==> config.mk <==
export PLATFORM = sky130hd
export DESIGN_NAME = spidac_rx_flat
export DESIGN_NICKNAME = d
export VERILOG_FILES = /design/src/rtl/spidac_rx_if.sv /design/src/rtl/spidac_rx.sv /design/src/flat_wrapper.sv
export SDC_FILE = /design/constraint.sdc
export NUM_CORES = 1
export LEC_CHECK = 0
export ABC_AREA = 1
export CORE_MARGIN = 2
export CORE_UTILIZATION = 40
export CTS_BUF_LIST = sky130_fd_sc_hd__clkbuf_4 sky130_fd_sc_hd__clkbuf_8 sky130_fd_sc_hd__clkbuf_16
export DETAILED_ROUTE_END_ITERATION = 8
export PLACE_DENSITY = 0.61
export SYNTH_ARGS = -nofsm -noshare
export SYNTH_HDL_FRONTEND = slang
export SYNTH_SLANG_ARGS = --single-unit
==> constraint.sdc <==
create_clock -name clock50Mhz -period 4.35 [get_ports clock50Mhz]
set_clock_uncertainty 0.1 [all_clocks]
set_input_delay 1.0875 -clock clock50Mhz [delete_from_list [all_inputs] [get_ports clock50Mhz]]
set_output_delay 1.0875 -clock clock50Mhz [all_outputs]
set_load 0.01 [all_outputs]
==> src/rtl/spidac_rx_if.sv <==
// Command bus shared by the vjtag/eth controllers: address, write data, strobe and read return.
// The master drives addr/data/write; each slave returns data_out for the current addr.
interface spidac_rx_if;
   logic [7:0] addr;
   logic [7:0] data;
   logic       write;
   logic [7:0] data_out;

   modport master (output addr, output data, output write, input data_out);
   modport slave  (input addr, input data, input write, output data_out);
endinterface

==> src/rtl/spidac_rx.sv <==
// Receiver and loopback monitor for the DAC serial link: oversamples SCK/nCS/SDI/nLDAC,
// deserialises 16-bit frames, models the DAC input/output latch pair and exposes status on the bus.
module spidac_rx #(
   parameter logic [7:0] BASE_ADDR  = 8'h30,
   parameter int         FRAME_BITS = 16
) (
   input  logic         clock50Mhz,
   input  logic         reset,
   spidac_rx_if.slave   bus,
   input  logic         SCK,
   input  logic         nCS,
   input  logic         SDI,
   input  logic         nLDAC,
   output logic [11:0]  dac_word,
   output logic [3:0]   dac_cfg,
   output logic         dac_update
);

   localparam logic [4:0] FRAME_LEN = 5'(FRAME_BITS);

   typedef enum logic [0:0] {ST_IDLE = 1'b0, ST_SHIFT = 1'b1} state_t;

   state_t      state_r, state_s;
   logic [2:0]  sck_sync_r, ncs_sync_r, ldac_sync_r;
   logic [1:0]  sdi_sync_r;
   logic [1:0]  rst_done_r;
   logic        armed_r;
   logic [4:0]  bit_cnt_r, last_cnt_r;
   logic [15:0] shift_r, latch_r, latch_next_s;
   logic        pending_r, pending_next_s;
   logic        err_len_r, err_ldac_r, overrun_r;
   logic [7:0]  frame_cnt_r;
   logic        sck_rise_s, ncs_fall_s, ncs_rise_s, ldac_fall_s;
   logic        start_s, shift_en_s, end_s, commit_s, len_err_s;
   logic        load_s, ldac_err_s, overrun_set_s;
   logic        wr_status_s, flag_clr_s, cnt_clr_s;
   logic [7:0]  offset_s, rd_data_s;
   logic        unused_s;

   // Two-flop synchronisers plus an edge-detect stage for every link pin
   always_ff @(posedge clock50Mhz or posedge reset) begin
      if (reset) begin
         sck_sync_r  <= 3'b111;
         ncs_sync_r  <= 3'b111;
         ldac_sync_r <= 3'b111;
         sdi_sync_r  <= 2'b00;
      end else begin
         sck_sync_r  <= {sck_sync_r[1:0], SCK};
         ncs_sync_r  <= {ncs_sync_r[1:0], nCS};
         ldac_sync_r <= {ldac_sync_r[1:0], nLDAC};
         sdi_sync_r  <= {sdi_sync_r[0], SDI};
      end
   end

   // The synchronisers reset high, so an nCS held low across reset release would fake a
   // falling edge; chip-select falls only count once nCS has been seen high after reset.
   always_ff @(posedge clock50Mhz or posedge reset) begin
      if (reset) begin
         rst_done_r <= 2'b00;
         armed_r    <= 1'b0;
      end else begin
         rst_done_r <= {rst_done_r[0], 1'b1};
         armed_r    <= armed_r | (rst_done_r[1] & ncs_sync_r[1]);
      end
   end

   assign sck_rise_s  = sck_sync_r[1] & ~sck_sync_r[2];
   assign ncs_fall_s  = ~ncs_sync_r[1] & ncs_sync_r[2] & armed_r;
   assign ncs_rise_s  = ncs_sync_r[1] & ~ncs_sync_r[2];
   assign ldac_fall_s = ~ldac_sync_r[1] & ldac_sync_r[2];

   assign wr_status_s = bus.write & (bus.addr == BASE_ADDR);
   assign flag_clr_s  = wr_status_s & bus.data[0];
   assign cnt_clr_s   = wr_status_s & bus.data[1];
   assign unused_s    = ^bus.data[7:2];

   // Serial FSM state register
   always_ff @(posedge clock50Mhz or posedge reset) begin
      if (reset) begin
         state_r <= ST_IDLE;
      end else begin
         state_r <= state_s;
      end
   end

   // Next state and frame-level strobes
   always_comb begin
      state_s    = state_r;
      start_s    = 1'b0;
      shift_en_s = 1'b0;
      end_s      = 1'b0;
      commit_s   = 1'b0;
      len_err_s  = 1'b0;
      case (state_r)
         ST_IDLE: begin
            start_s = ncs_fall_s;
            if (ncs_fall_s) begin
               state_s = ST_SHIFT;
            end else begin
               state_s = ST_IDLE;
            end
         end
         ST_SHIFT: begin
            shift_en_s = sck_rise_s;
            end_s      = ncs_rise_s;
            commit_s   = ncs_rise_s & (bit_cnt_r == FRAME_LEN);
            len_err_s  = ncs_rise_s & (bit_cnt_r != FRAME_LEN);
            if (ncs_rise_s) begin
               state_s = ST_IDLE;
            end else begin
               state_s = ST_SHIFT;
            end
         end
         default: begin
            state_s = ST_IDLE;
         end
      endcase
   end

   // A commit is applied before a coincident load, so a simultaneous nLDAC takes the new frame
   always_comb begin
      latch_next_s   = latch_r;
      pending_next_s = pending_r;
      load_s         = 1'b0;
      ldac_err_s     = 1'b0;
      overrun_set_s  = commit_s & pending_r;
      if (commit_s) begin
         latch_next_s   = shift_r;
         pending_next_s = 1'b1;
      end else begin
         latch_next_s   = latch_r;
         pending_next_s = pending_r;
      end
      if (ldac_fall_s) begin
         if (pending_next_s) begin
            load_s         = 1'b1;
            pending_next_s = 1'b0;
         end else begin
            ldac_err_s = 1'b1;
         end
      end else begin
         load_s = 1'b0;
      end
   end

   // Shift register, bit counter and the input/output latch pair
   always_ff @(posedge clock50Mhz or posedge reset) begin
      if (reset) begin
         shift_r    <= 16'h0000;
         bit_cnt_r  <= 5'd0;
         last_cnt_r <= 5'd0;
         latch_r    <= 16'h0000;
         pending_r  <= 1'b0;
         dac_word   <= 12'h000;
         dac_cfg    <= 4'h0;
         dac_update <= 1'b0;
      end else begin
         if (start_s) begin
            shift_r   <= 16'h0000;
            bit_cnt_r <= 5'd0;
         end else if (shift_en_s) begin
            shift_r <= {shift_r[14:0], sdi_sync_r[1]};
            if (bit_cnt_r != 5'd31) begin
               bit_cnt_r <= bit_cnt_r + 5'd1;
            end
         end
         if (end_s) begin
            last_cnt_r <= bit_cnt_r;
         end
         latch_r    <= latch_next_s;
         pending_r  <= pending_next_s;
         dac_update <= load_s;
         if (load_s) begin
            dac_cfg  <= latch_next_s[15:12];
            dac_word <= latch_next_s[11:0];
         end
      end
   end

   // Sticky error flags and frame counter; a set or increment beats a same-cycle clear
   always_ff @(posedge clock50Mhz or posedge reset) begin
      if (reset) begin
         err_len_r   <= 1'b0;
         err_ldac_r  <= 1'b0;
         overrun_r   <= 1'b0;
         frame_cnt_r <= 8'd0;
      end else begin
         err_len_r  <= len_err_s     | (err_len_r  & ~flag_clr_s);
         err_ldac_r <= ldac_err_s    | (err_ldac_r & ~flag_clr_s);
         overrun_r  <= overrun_set_s | (overrun_r  & ~flag_clr_s);
         if (cnt_clr_s) begin
            frame_cnt_r <= commit_s ? 8'd1 : 8'd0;
         end else if (commit_s) begin
            frame_cnt_r <= frame_cnt_r + 8'd1;
         end
      end
   end

   assign offset_s = bus.addr - BASE_ADDR;

   // Register window read mux
   always_comb begin
      rd_data_s = 8'h00;
      case (offset_s)
         8'd0:    rd_data_s = {3'b000, ncs_sync_r[1], overrun_r, err_ldac_r, err_len_r, pending_r};
         8'd1:    rd_data_s = dac_word[7:0];
         8'd2:    rd_data_s = {dac_cfg, dac_word[11:8]};
         8'd3:    rd_data_s = frame_cnt_r;
         8'd4:    rd_data_s = {3'b000, last_cnt_r};
         default: rd_data_s = 8'h00;
      endcase
   end

   assign bus.data_out = rd_data_s;

endmodule

==> src/flat_wrapper.sv <==
// flat-port wrapper written by rule: the top's interface ports become plain ports
module spidac_rx_flat 
#(
   parameter logic [7:0] BASE_ADDR  = 8'h30,
   parameter int         FRAME_BITS = 16
)
  (clock50Mhz, reset, SCK, nCS, SDI, nLDAC, dac_word, dac_cfg, dac_update, bus_addr, bus_data, bus_write, bus_data_out);
  spidac_rx_if bus_i ();
  input  logic clock50Mhz;
  input  logic reset;
  input  logic SCK;
  input  logic nCS;
  input  logic SDI;
  input  logic nLDAC;
  output logic [11:0] dac_word;
  output logic [3:0] dac_cfg;
  output logic dac_update;
  input wire logic [$bits(bus_i.addr)-1:0] bus_addr;
  input wire logic [$bits(bus_i.data)-1:0] bus_data;
  input wire logic [$bits(bus_i.write)-1:0] bus_write;
  output wire logic [$bits(bus_i.data_out)-1:0] bus_data_out;
  assign bus_i.addr = bus_addr;
  assign bus_i.data = bus_data;
  assign bus_i.write = bus_write;
  assign bus_data_out = bus_i.data_out;
  spidac_rx #(.BASE_ADDR(BASE_ADDR), .FRAME_BITS(FRAME_BITS)) u_core (.clock50Mhz(clock50Mhz), .reset(reset), .bus(bus_i), .SCK(SCK), .nCS(nCS), .SDI(SDI), .nLDAC(nLDAC), .dac_word(dac_word), .dac_cfg(dac_cfg), .dac_update(dac_update));
endmodule
==> impl_results.md <==
* Status: complete, no violations
* Skew-Pair Late Insertion Delay at between 300 and 400 ps
* Final wirelength at approximately 8100 um
* Number of fill cells at between 800 and 900
* Worst Hold Class: register to register
* Fmax at 237 MHz
* DRC at 0
* Yosys reg bits at between 80 and 90
* Drt wl/cell at around 14 um
* Final Slew Violations at 0
* Avg Synthesized Cell Area at around 8.8 um^2
* CP peak stage delay at about 570 ps
* Pwr per Cell Area at around 350 mW/mm^2
* Clock transition at path regs at ~80 ps
* Fraction of layout cells with a size suffix above 1 at 0.102
* CP Capture Type: primary output
* Setup TNS at 0 ps
* # port buffers at roughly 40
* First-pass DRT Iterations at 4
* Yosys warnings at 0
* Netlist cell types at 30
* Inserted Clock Buffers at 9
* IO Count at 48
* Crit Path Category: input pin to primary output
* Worst VDD drop at between 200 and 250 uV
* DRT iter0 DRCs at 144
* Clk root buf: clkbuf_8
* Core area at roughly 0.0092 mm^2
* Area delta synth->final at 20.1%
* Max_slew headroom at 0.568
* Tmin final at about 4200 ps
* Clock buffer depth at 2
* Critical path data arrival time at 3030 ps
* GRT Residual Overflow at 0
* Initial Util at 0.409
* Worst-margin pin slew at 647 ps
* CP max FO at 5
* CP Launch Type: input pin
* All-layer global routing usage at 0.171
* Worst EP required at around 3200 ps
* Antenna diode count at 0
* Final period utilization at 0.971
* Largest net degree at the start of global routing at 37
* Drt via density at between 4 and 5
* Die footprint at 0.0102 mm^2
* Via count at ~2.9k
* CTS tree: yes
* Seq/Total Area, Yosys at 0.578
* Hpwl dp at 5820 um
* Initial antenna violation count at 0
* Synth area leader: dfrtp_1
* Unrepaired setup endpoints after global routing: false
* H-tree Lvls at 3
* Post-synthesis net count at 454
* First-pass GRT wire length at around 13000 um
* CP cell instances: clkdlybuf4s50_1, inv_1, nor3_4, nand2_1, o21ai_0, inv_1, nand2_1, clkdlybuf4s50_1
* Routed Antenna Nets at 0
* # nets final at between 500 and 600
* Max-Cap Viols at 0
* Die Y at around 100 um
* Mapped cell area at approximately 0.0037 mm^2
* Final setup viols at 0
* Gpl congestion at about 0.81
* Clock sink count at 86
* Syn Inst Count at ~430
* Dominant cells by area after synthesis: dfrtp_1 (51%), nand2_1 (13%), dfstp_2 (6.3%), inv_1 (5.7%), nand3_1 (4.9%)
* # hold bufs at CTS at 0
* Yosys top cell area share at 0.515
* Final Power at roughly 1.6 mW
* Critical-path top delay cell: clkdlybuf4s50_1
* Vias in the first global route at around 2.8k
* Final hold violation count at 0
* Cell row count at 35
* Die width at 101 um
* Static Leak at approximately 2.2 nW
cell usage in the layout, fill, tap and decap left out, types with 7 or more instances in the layout:
master / Yosys / layout
o21ai_0: 27 / 27
clkdlybuf4s50_1: 0 / 41
buf_4: 2 / 7
o21ai_1: 10 / 10
clkbuf_8: 0 / 12
nor2_1: 25 / 24
dfstp_2: 9 / 9
o22ai_1: 11 / 11
a21oi_1: 7 / 7
dfrtp_1: 77 / 77
nand2_1: 129 / 129
inv_1: 57 / 55
nand3_1: 37 / 36
metrics by stage:
step	instances	hold slack (ps)	utilization	area (um^2)	worst slack [ps]
final	590	256	0.491	4500	128
after global routing	590	261	0.491	4500	3.38
after CTS	589	260	0.490	4480	106
after detailed placement	573	240	0.466	4270	113
after global placement	573	234	0.466	4270	160
after floorplan	427	231	-	3740	956
critical path, delay by kind of cell:
family | cells | cell delay (ps)
simple gates | 3 | 460
compound gates | 1 | 190
buf+inv | 4 | 1300
flip-flops by register name, summed over array words and instances, names as in the netlist:
| signal | flops |
|---|---|
| u_core.err_len_r | 1 |
| u_core.state_r | 1 |
| u_core.ldac_sync_r | 3 |
| u_core.dac_update | 1 |
| u_core.bit_cnt_r | 5 |
| u_core.err_ldac_r | 1 |
| u_core.dac_cfg | 4 |
| u_core.overrun_r | 1 |
| u_core.ncs_sync_r | 3 |
| u_core.armed_r | 1 |
| u_core.sck_sync_r | 3 |
| u_core.rst_done_r | 2 |
| u_core.last_cnt_r | 5 |
| u_core.dac_word | 12 |
| u_core.frame_cnt_r | 8 |
| u_core.pending_r | 1 |
| u_core.latch_r | 16 |
| u_core.shift_r | 16 |
| u_core.sdi_sync_r | 2 |
synthesized netlist by cell type (all sizes together):
| cell type | instances |
|---|---|
| dfrtp | 77 |
| nand3b | 1 |
| conb | 1 |
| and3 | 1 |
| nor2 | 27 |
| o211ai | 1 |
| o22ai | 11 |
| inv | 59 |
| dfstp | 9 |
| nand2 | 131 |
| nand4 | 2 |
| xor2 | 1 |
| buf | 10 |
| ha | 4 |
| a21oi | 8 |
| nand3 | 40 |
| and2 | 1 |
| o21ai | 37 |
| nor3 | 4 |
| clkbuf | 2 |
power by group:
group          internal [mW]  switching (mW)  leakage (nW)  total, mW
logic                 0.0412          0.0765         0.978      0.118
clock network          0.314           0.280         0.109      0.593
registers              0.839          0.0242          1.13      0.863
cells by family (layout without fill, tap and decap cells):
group,count (synthesis),count (layout),share of synthesized area
buffers and inverters,71,123,0.0792
AOI/OAI and AO/OA,57,57,0.0835
other,1,1,0.00100
adders and majority gates,4,4,0.0134
and+or+nand+nor,207,207,0.243
DFF,86,86,0.578
xor gates and xnor gates,1,1,0.00234
final cells by class:
cell class	count	area, um^2	area share
tap	111	139	0.0309
inverter	59	223	0.0495
clock inverter	4	51.3	0.0114
clock buffer	12	165	0.0367
timing repair buffer	48	463	0.103
sequential	86	2160	0.481
multi-input combinational	270	1290	0.287
what timing repair did:
item | in CTS | in global routing
gates resized for setup | 0 | 3
endpoints found under the hold margin | 0 | 0
setup buffers | 0 | 1
endpoints found under the setup margin | 0 | 2
per-layer routing:
| metal | global-route usage | vias up | part of all wire |
|---|---|---|---|
| met4 | 0.0590 | 0 | 0.017 |
| met3 | 0.0388 | 15 | 0.046 |
| met2 | 0.271 | 57 | 0.45 |
| li1 | - | 1448 | - |
| met5 | 0 | - | 0 |
| met1 | 0.234 | 1349 | 0.48 |
final timing paths:
check	from	end	slack [ps]	cells past startpoint
worst min register to register	u_core.sdi_sync_r[0]	u_core.sdi_sync_r[1]	260	0
worst min-delay path	u_core.sdi_sync_r[0]	u_core.sdi_sync_r[1]	260	0
worst max register to register	u_core.ncs_sync_r[1]	u_core.dac_word[1]	2300	6
worst max-delay path	bus_addr[0]	bus_data_out[4]	130	8
min in group asynchronous	reset	u_core.shift_r[12]	990	2
max in group asynchronous	reset	u_core.sck_sync_r[0]	2440	3
No activity file was read; power rests on OpenSTA's default activity.
==> patch: new RTL, same settings <==
Compare `bit_cnt_r` against `FRAME_LEN` with >= in place of ==.
--- a/src/rtl/spidac_rx.sv
+++ b/src/rtl/spidac_rx.sv
@@ -104,5 +104,5 @@
             shift_en_s = sck_rise_s;
             end_s      = ncs_rise_s;
-            commit_s   = ncs_rise_s & (bit_cnt_r == FRAME_LEN);
+            commit_s   = ncs_rise_s & (bit_cnt_r >= FRAME_LEN);
             len_err_s  = ncs_rise_s & (bit_cnt_r != FRAME_LEN);
             if (ncs_rise_s) begin
Formal check against the unedited RTL: same outputs for any inputs over 10 cycles, from zero or initial values and one cycle with reset high; that may be too few to reach the edited logic, so the function may still have changed.
==> patch against the original RTL <==
Total power grew 6.5%; first-iteration DRC count down 19%; register-to-register slack lost 0.50 ns; setup slack improved by 0.072 ns; global-route usage fell by 0.18 points; final area is 0.83% lower; sequential cell count stayed put; synthesized area shrank 1.3%; final cell count decreased by 3.7%; clock power grew 17%; non-clock buffer count decreased by 4; routed wire length is 6.1% lower; synthesized cell count is 4.7% lower.
==> patch: results (changes against the original RTL) <==
[metrics] run status: completed (unchanged)
[metrics] fraction of the yosys area taken by sequential cells: 0.585 (was 0.578)
[metrics] clock network latency to the later pin of the worst-skew pair: 0.35 ns (about the same)
[metrics] multiplexer area fraction after synthesis: 0 (unchanged)
[metrics] largest vdd supply drop: 0.000210 V (was 0.000222 V)
[metrics] share of final-layout standard cells stronger than drive strength 1: 0.0963 (was 0.102)
[metrics] wire length of the first global-routing pass: 13,200 um (was 13,500 um)
[metrics] critical path fanouts, max: 8 (was 5)
[metrics] slew at the pin closest to its max-slew limit: 0.847 ns (was 0.647 ns)
[metrics] cell chosen for the clock root: sky130_fd_sc_hd__clkbuf_8 (unchanged)
[metrics] Final nets: 479 (was 501)
[metrics] Synth Area per Inst: 9.08 um2 (was 8.77 um2)
[metrics] complex-gate fraction of the synthesized area: 0.109 (was 0.0835)
[metrics] DR vias: 2,798 (was 2,869)
[metrics] Adder-Cell Fraction of Synth Area: 0.0135 (was 0.0134)
[metrics] wire length per cell after detailed routing: 13.4 um (was 13.8 um)
[metrics] weighted congestion reported at the end of routability-driven placement: 0.821 (was 0.809)
[metrics] relative contribution of the clock network to total power: 0.415 (was 0.377)
[metrics] standby leakage power: 0.00204 uW (was 0.00222 uW)
[metrics] Detailed Route Iter0 Violations: 116 (was 144)
[metrics] Flop+latch power: 861 uW (was 863 uW)
[metrics] xor-xnor portion of the synthesized cell area: 0.00237 (was 0.00234)
[metrics] total global-route track usage: 0.170 (was 0.171)
[metrics] top area cells in the synthesized netlist: sky130_fd_sc_hd__dfrtp_1, sky130_fd_sc_hd__nand2_1, sky130_fd_sc_hd__dfstp_2, sky130_fd_sc_hd__inv_1, sky130_fd_sc_hd__nand3_1 (unchanged)
[metrics] Worst EP arrival: 2.96 ns (was 3.03 ns)
[metrics] commonest cells in the netlist: sky130_fd_sc_hd__nand2_1, sky130_fd_sc_hd__dfrtp_1, sky130_fd_sc_hd__inv_1 (unchanged)
[metrics] vias in the first global route: 2,746 (was 2,802)
[metrics] largest net degree at the start of global routing: 47 (was 37)
[metrics] final wirelength: 7620 um (was 8120 um)
[metrics] cell-internal power: 1280 uW (was 1190 uW)
[metrics] distinct cell type count of the synthesized netlist: 32 (was 30)
[metrics] net count after synthesis: 434 (was 454)
[metrics] combinational cell fraction of total power: 0.071 (was 0.075)
[metrics] number of fillers in the final layout: 887 (was 871)
[metrics] DP HPWL: 5270 um (was 5820 um)
[metrics] number of cells after detailed placement: 552 (was 573)
[patch: cell count changes after synthesis, moves of 3 or more]
cell | unedited run | this run
sky130_fd_sc_hd__a21oi_1 | 7 | 3
sky130_fd_sc_hd__nand2_1 | 129 | 97
sky130_fd_sc_hd__nand2_2 | 1 | 4
sky130_fd_sc_hd__nor3_1 | 1 | 4
sky130_fd_sc_hd__o21ai_0 | 27 | 24
sky130_fd_sc_hd__o21ai_1 | 10 | 19
sky130_fd_sc_hd__o21ai_2 | 0 | 3
sky130_fd_sc_hd__o22ai_1 | 11 | 15
[patch: worst max-delay path: stages]
cell	delay [ns]
sky130_fd_sc_hd__clkdlybuf4s50_1	0.57
sky130_fd_sc_hd__inv_1	0.11
sky130_fd_sc_hd__nor3_4	0.33
sky130_fd_sc_hd__nand3_1	0.13
sky130_fd_sc_hd__nand2_1	0.09
sky130_fd_sc_hd__nor2_1	0.05
sky130_fd_sc_hd__nand2_1	0.06
sky130_fd_sc_hd__clkdlybuf4s50_1	0.53
[patch: final timing paths]
check | from | endpoint | slack, ns | depth (start not counted)
hold / removal | u_core.sdi_sync_r[0]$_DFF_PP0_ | u_core.sdi_sync_r[1]$_DFF_PP0_ | 0.26 | 0
min in group asynchronous | reset | u_core.dac_word[10]$_DFFE_PP0P_ | 1.04 | 2
setup / recovery | bus_addr[0] | bus_data_out[4] | 0.20 | 8
hold reg to reg | u_core.sdi_sync_r[0]$_DFF_PP0_ | u_core.sdi_sync_r[1]$_DFF_PP0_ | 0.26 | 0
max in group asynchronous | reset | u_core.shift_r[7]$_DFFE_PP0P_ | 2.44 | 3
setup reg to reg | u_core.ncs_sync_r[1]$_DFF_PP1_ | u_core.dac_word[4]$_DFFE_PP0P_ | 1.80 | 5
[patch: layout make-up]
class                           instances  area, um2  area share
Timing Repair Buffer                   44        445      0.0999
Inverter                               59        223      0.0499
Clock buffer                           10        138      0.0309
Clock inverter                          6        116      0.0261
Tap cell                              111        139      0.0311
Multi-Input combinational cell        252       1230       0.277
Sequential cell                        86       2160       0.485
[patch: per-layer routing]
metal / vias up / part of all wire / wire length (um) / global-route usage
met4: 0 / 0.023 / 179 / 0.0717
met2: 51 / 0.48 / 3630 / 0.277
met5: - / 0 / 0 / 0
li1: 1399 / - / - / -
met1: 1334 / 0.47 / 3550 / 0.219
met3: 14 / 0.034 / 256 / 0.0369
[patch: per-stage QoR]
| stage | worst slack, ns | hold WS (ns) | instance area [um2] | utilization |
|---|---|---|---|---|
| after CTS | 0.171 | 0.253 | 4460 | 0.490 |
| after floorplan | 0.956 | 0.231 | 3700 | - |
| after global routing | 0.0253 | 0.267 | 4460 | 0.490 |
| final | 0.200 | 0.255 | 4460 | 0.490 |
| after global placement | 0.220 | 0.232 | 4210 | 0.462 |
| after detailed placement | 0.181 | 0.236 | 4210 | 0.462 |
